**src/rtl/game_pkg.sv**
```systemverilog
// ---------------------------------------------------------------------------
// game_pkg
// Shared definitions for the tic-tac-toe board: cell encoding, board size,
// the table of the eight winning lines, and the checker FSM state type.
// Used by game_state_memory, game_state_checker, game_win_eval and the
// VGA renderer.
// ---------------------------------------------------------------------------
package game_pkg;

    typedef enum logic [1:0] {
        EMPTY = 2'b00,
        P_O   = 2'b01,
        P_X   = 2'b10,
        RSVD  = 2'b11
    } cell_t;

    localparam int NUM_CELLS = 9;
    localparam int NUM_LINES = 8;

    // Cell indices of each line: rows 0-2, columns 3-5, main diag 6, anti diag 7.
    localparam logic [3:0] LINES [NUM_LINES][3] = '{
        '{4'd0, 4'd1, 4'd2},
        '{4'd3, 4'd4, 4'd5},
        '{4'd6, 4'd7, 4'd8},
        '{4'd0, 4'd3, 4'd6},
        '{4'd1, 4'd4, 4'd7},
        '{4'd2, 4'd5, 4'd8},
        '{4'd0, 4'd4, 4'd8},
        '{4'd2, 4'd4, 4'd6}
    };

    typedef enum logic [1:0] {
        S_IDLE,
        S_READ,
        S_DRAIN,
        S_EVAL
    } state_t;

    // Reserved code 11 counts as empty, so only 01 and 10 are real marks.
    function automatic logic is_player(input cell_t c);
        return (c == P_O) || (c == P_X);
    endfunction

endpackage

```
**src/rtl/game_win_eval.sv**
```systemverilog
// ---------------------------------------------------------------------------
// game_win_eval
// Purely combinational board evaluator. Finds a winning line (three equal
// O or X marks), reports the winner and line index, and flags a draw when
// nothing wins and every cell holds a mark.
// Ports:
//   board     in   9 x cell_t   board snapshot, cell 0 = top-left
//   winner    out  2            01 = O, 10 = X, 00 = none
//   win_line  out  3            index of winning line (0 when no winner)
//   draw      out  1            no winner and board full
// ---------------------------------------------------------------------------
module game_win_eval
    import game_pkg::*;
(
    input  cell_t       board [NUM_CELLS],
    output logic [1:0]  winner,
    output logic [2:0]  win_line,
    output logic        draw
);

    logic  found;
    logic  full;
    cell_t ca;
    cell_t cb;
    cell_t cc;

    always_comb begin
        winner   = 2'b00;
        win_line = 3'd0;
        found    = 1'b0;
        full     = 1'b1;
        ca       = EMPTY;
        cb       = EMPTY;
        cc       = EMPTY;
        // Walk from the highest line down so the lowest winning index is the
        // one left standing on an illegal multi-win board.
        for (int l = NUM_LINES - 1; l >= 0; l--) begin
            ca = board[LINES[l][0]];
            cb = board[LINES[l][1]];
            cc = board[LINES[l][2]];
            if (is_player(ca) && (ca == cb) && (ca == cc)) begin
                winner   = ca;
                win_line = 3'(l);
                found    = 1'b1;
            end
        end
        for (int i = 0; i < NUM_CELLS; i++) begin
            if (!is_player(board[i])) begin
                full = 1'b0;
            end
        end
        draw = !found && full;
    end

endmodule

```
**config.mk**
```make
export PLATFORM = sky130hd
export DESIGN_NAME = game_win_eval
export DESIGN_NICKNAME = d
export VERILOG_FILES = /design/src/rtl/game_pkg.sv /design/src/rtl/game_win_eval.sv
export SDC_FILE = /design/constraint.sdc
export NUM_CORES = 1
export LEC_CHECK = 0
export ABC_CLOCK_PERIOD_IN_PS = 1700
export CORE_MARGIN = 2
export CORE_UTILIZATION = 40
export DETAILED_ROUTE_END_ITERATION = 10
export GPL_ROUTABILITY_DRIVEN = 0
export PLACE_DENSITY = 0.89
export SYNTH_ARGS = -nofsm -noshare
export SYNTH_HDL_FRONTEND = slang
export SYNTH_SLANG_ARGS = --single-unit
```
**constraint.sdc**
```tcl
create_clock -name vclk -period 1.7
set_clock_uncertainty 0.2 [all_clocks]
set_input_delay 0.255 -clock vclk [all_inputs]
set_output_delay 0.255 -clock vclk [all_outputs]
set_load 0.1 [all_outputs]
```
==> impl_metrics.tcl, run 1 <==
set metrics [dict create \
    postSynthAreaPerCell_sq_um 7.458 \
    dieHeight_microns 41.89 \
    synth_warnings 0 \
    syn_nets 95 \
    cts_resized 111 \
    io_buffers 24 \
    dieWidth_microns 41.89 \
    firstError "[ERROR DPL-0038] Utilization greater than 100%, impossible to legalize" \
    synth-seq-area-share_pct 0 \
    post_cts_buffers 11 \
    ys_types 37 \
    synth_cells 77 \
    post-place-ws_ns -0.9587 \
    stop_stage "clock tree synthesis" \
    io_pins 24 \
    syn_area_sq_um 574.3 \
    status "aborted with a tool error" \
    start_util_pct 43.59 \
    dp.cells 133 \
    hold_buffers 0 \
    rows 13 \
    dpl.hpwl_microns 2208 \
]
stage by stage:
stage / area (sq um) / hold WS [ns]
global placement: 1095 / 1.327
detailed placement: 1095 / 1.379
floorplan: 648.1 / 0.7254
logic make-up after synthesis:
kind of cell,after synthesis,synth area share (%)
simple gates,56,67.76
compound gates,20,30.72
xor+xnor,1,1.525
cell usage after synthesis (all sizes together) (2+ instances only):
cell type | count | share of area [%]
nor2b | 6 | 6.5
and3 | 6 | 6.5
and2b | 10 | 15
nand3 | 9 | 7.8
o21ai | 2 | 1.7
nor3 | 2 | 1.7
and2 | 3 | 3.5
nand2 | 6 | 3.9
nor2 | 3 | 2.0
nor4 | 2 | 3.3
o22ai | 2 | 2.2
and4bb | 6 | 14
a31oi | 2 | 2.2
a32oi | 3 | 5.9
==> inputs of run 2 (changes only) <==
==> config.mk (replaced) <==
export PLATFORM = sky130hd
export DESIGN_NAME = game_win_eval
export DESIGN_NICKNAME = d
export VERILOG_FILES = /design/src/rtl/game_pkg.sv /design/src/rtl/game_win_eval.sv
export SDC_FILE = /design/constraint.sdc
export NUM_CORES = 1
export LEC_CHECK = 0
export ABC_CLOCK_PERIOD_IN_PS = 2200
export CORE_AREA = 2 2 63 65
export DETAILED_ROUTE_END_ITERATION = 10
export DIE_AREA = 0 0 65 67
export GPL_ROUTABILITY_DRIVEN = 0
export PLACE_DENSITY_LB_ADDON = 0.15
export SYNTH_ARGS = -nofsm -noshare
export SYNTH_HDL_FRONTEND = slang
export SYNTH_SLANG_ARGS = --single-unit
==> constraint.sdc (replaced) <==
create_clock -name vclk -period 2.2
set_clock_uncertainty 0.2 [all_clocks]
set_input_delay 0.33 -clock vclk [all_inputs]
set_output_delay 0.33 -clock vclk [all_outputs]
set_load 0.1 [all_outputs]
==> impl_metrics.tcl, run 2 <==
set metrics [dict create \
    timing.hold.ws_ns 1.091 \
    synth_area_leaders "nand3_1 (7.8%), and2b_1 (6.5%), and3_1 (6.5%), and4bb_1 (6.5%), nor2b_1 (6.5%)" \
    leakage_uw 0.0006709 \
    grt_usage_pct 12.19 \
    synth_area_leader_cell "nand3_1" \
    setup_slack_ns -0.1025 \
    startpoint "board[0]" \
    drc 0 \
    cp_slowest_cell "a211o_1" \
    p_sw_uw 135.9 \
    totalWireLength_microns 2541 \
    hold_depth 5 \
    wl_per_cell_microns 13.81 \
    dpl.hpwl_microns 1820 \
    violations "setup timing" \
    fin_crit_ns 2.302 \
    comb_power_share_pct 100.0 \
    crit_chain "buf_2, nor2b_4, buf_6, a32oi_4, o31ai_4, a211o_1, a21o_2, buf_12" \
    core_area_sq_um 3606 \
    firstDrtPassIters 4 \
    pwr-share-seq_pct 0 \
    dieWidth_microns 65 \
    place_area_sq_um 1182 \
    synth-seq-area-share_pct 0 \
    p_per_area_nw_per_um2 180.3 \
    postSynthAreaPerCell_sq_um 7.458 \
    fp.dieArea_sq_um 4355 \
    worst-slew-pin-transition_ns 0.2904 \
    syn_area_sq_um 574.3 \
    start_util_pct 15.93 \
    cap_violations 0 \
    clockPowerShare_pct 0 \
    worst_slew_margin_rel_pct 80.55 \
    drive_gt1_share_pct 80.88 \
    overflow 0 \
    area_growth_pct 157.7 \
    arrival_ns 1.77 \
    nets 156 \
    num-clock-buffers 0 \
    synth_common_cells "nand3_1 (9), and3_1 (6), nand2_1 (6), nor2b_1 (6), and2b_1 (5)" \
    mostFrequentLayoutCells "buf_4 (24), buf_6 (19), buf_2 (7)" \
    synth_cells 77 \
    slew_viol_final 0 \
    endpoint "winner[0]" \
    required_ns 1.67 \
    final_util_pct 41.05 \
    vias_per_cell 4.864 \
    crit_type "primary input to output pin" \
    rows 22 \
    dieHeight_microns 67 \
    post-route-period-util_pct 104.7 \
    ir_drop_mv 0.05949 \
    antennaDiodeCount 0 \
    post-place-ws_ns -0.5713 \
    synth_most_common_cell "nand3_1" \
    vias 895 \
    critPathMaxStageDelay_ns 0.28 \
    io_pins 24 \
    grt_pass1_wl_microns 4243 \
    grt_pass1_vias 912 \
    postLayoutCellArea_sq_um 1480 \
    setup_violations 6 \
    worst_setup_path_end_kind "output pin" \
    maxClockFrequency_ghz 0.4343 \
    crit_fanout 4 \
    rsz0062_at_grt "yes" \
    cp-start-kind "primary input" \
    layout_commonest_cell "buf_4" \
    seq_area_sq_um 0 \
    internal_power_uw 130.9 \
    antenna_found_initial 0 \
    syn_nets 95 \
    synth_top_cell_area_share_pct 7.843 \
    drt_iter0_drc 27 \
    finalHoldViolations 0 \
    status "complete, but fails checks" \
    io_buffers 24 \
    switching_share_pct 50.94 \
    num-fill-cells 352 \
    grt_start_max_net_pins 7 \
    seq_cell_count 0 \
    synth_warnings 0 \
    postRouteAntennaNets 0 \
    hp-class "primary input to output pin" \
    ys_types 37 \
    tns_ns -0.3695 \
]
run 2: cell counts after synthesis:
No cell type changed its count.
run 2: cell type report:
class / instances / area (sq um) / share of cell area [%]
well taps: 48 / 60.06 / 4.057
multi-input cells: 77 / 835.8 / 56.47
repair buffers: 59 / 584.3 / 39.48
run 2: worst min path at each step:
stage	startpoint	end	slack, ns
final	board[13]	winner[1]	1.09
after CTS	board[13]	winner[1]	1.09
after global placement	board[13]	winner[1]	1.52
after detailed placement	board[13]	winner[1]	1.53
after floorplan	board[10]	draw	0.88
after global routing	board[13]	winner[1]	1.11
run 2: power by group through the flow:
stage,clock network [uW],logic (uW),registers (uW)
3_3_place_gp,0,222,0
5_1_grt,0,280,0
3_5_place_dp,0,223,0
2_1_floorplan,0,119,0
4_1_cts,0,257,0
6_report,0,267,0
run 2: logic make-up (layout without fill, tap and decap cells):
family | after synthesis | in the layout | synth area share, %
compound gates | 20 | 20 | 30.72
xor+xnor | 1 | 1 | 1.525
buf+inv | 0 | 59 | 0
simple gates | 56 | 56 | 67.76
run 2: metal layers:
layer  global-route usage (%)  routed length [microns]
met1                    14.33                     1027
met2                    23.97                     1352
met3                   0.3378                      114
met5                        0                        0
met4                    3.191                       47
run 2: through the flow:
step	instances	total power, uW
6_report	184	266.8
5_1_grt	184	279.7
4_1_cts	184	257.4
3_5_place_dp	173	223.1
3_3_place_gp	173	222.4
2_1_floorplan	77	119.1
run 2: timing repair:
item	CTS	global route
setup buffers	13	0
hold buffers	0	0
gates resized for setup	125	9
pin swaps	30	6
cloned	0	0
endpoints found under the setup margin	6	6
run 2: critical path: cells and delay by family:
| family | cells | cell delay (ns) |
|---|---|---|
| and+or+nand+nor | 1 | 0.15 |
| AOI/OAI and AO/OA | 4 | 0.87 |
| buffers and inverters | 3 | 0.41 |
Note: power is estimated with default switching activity, not from simulation.
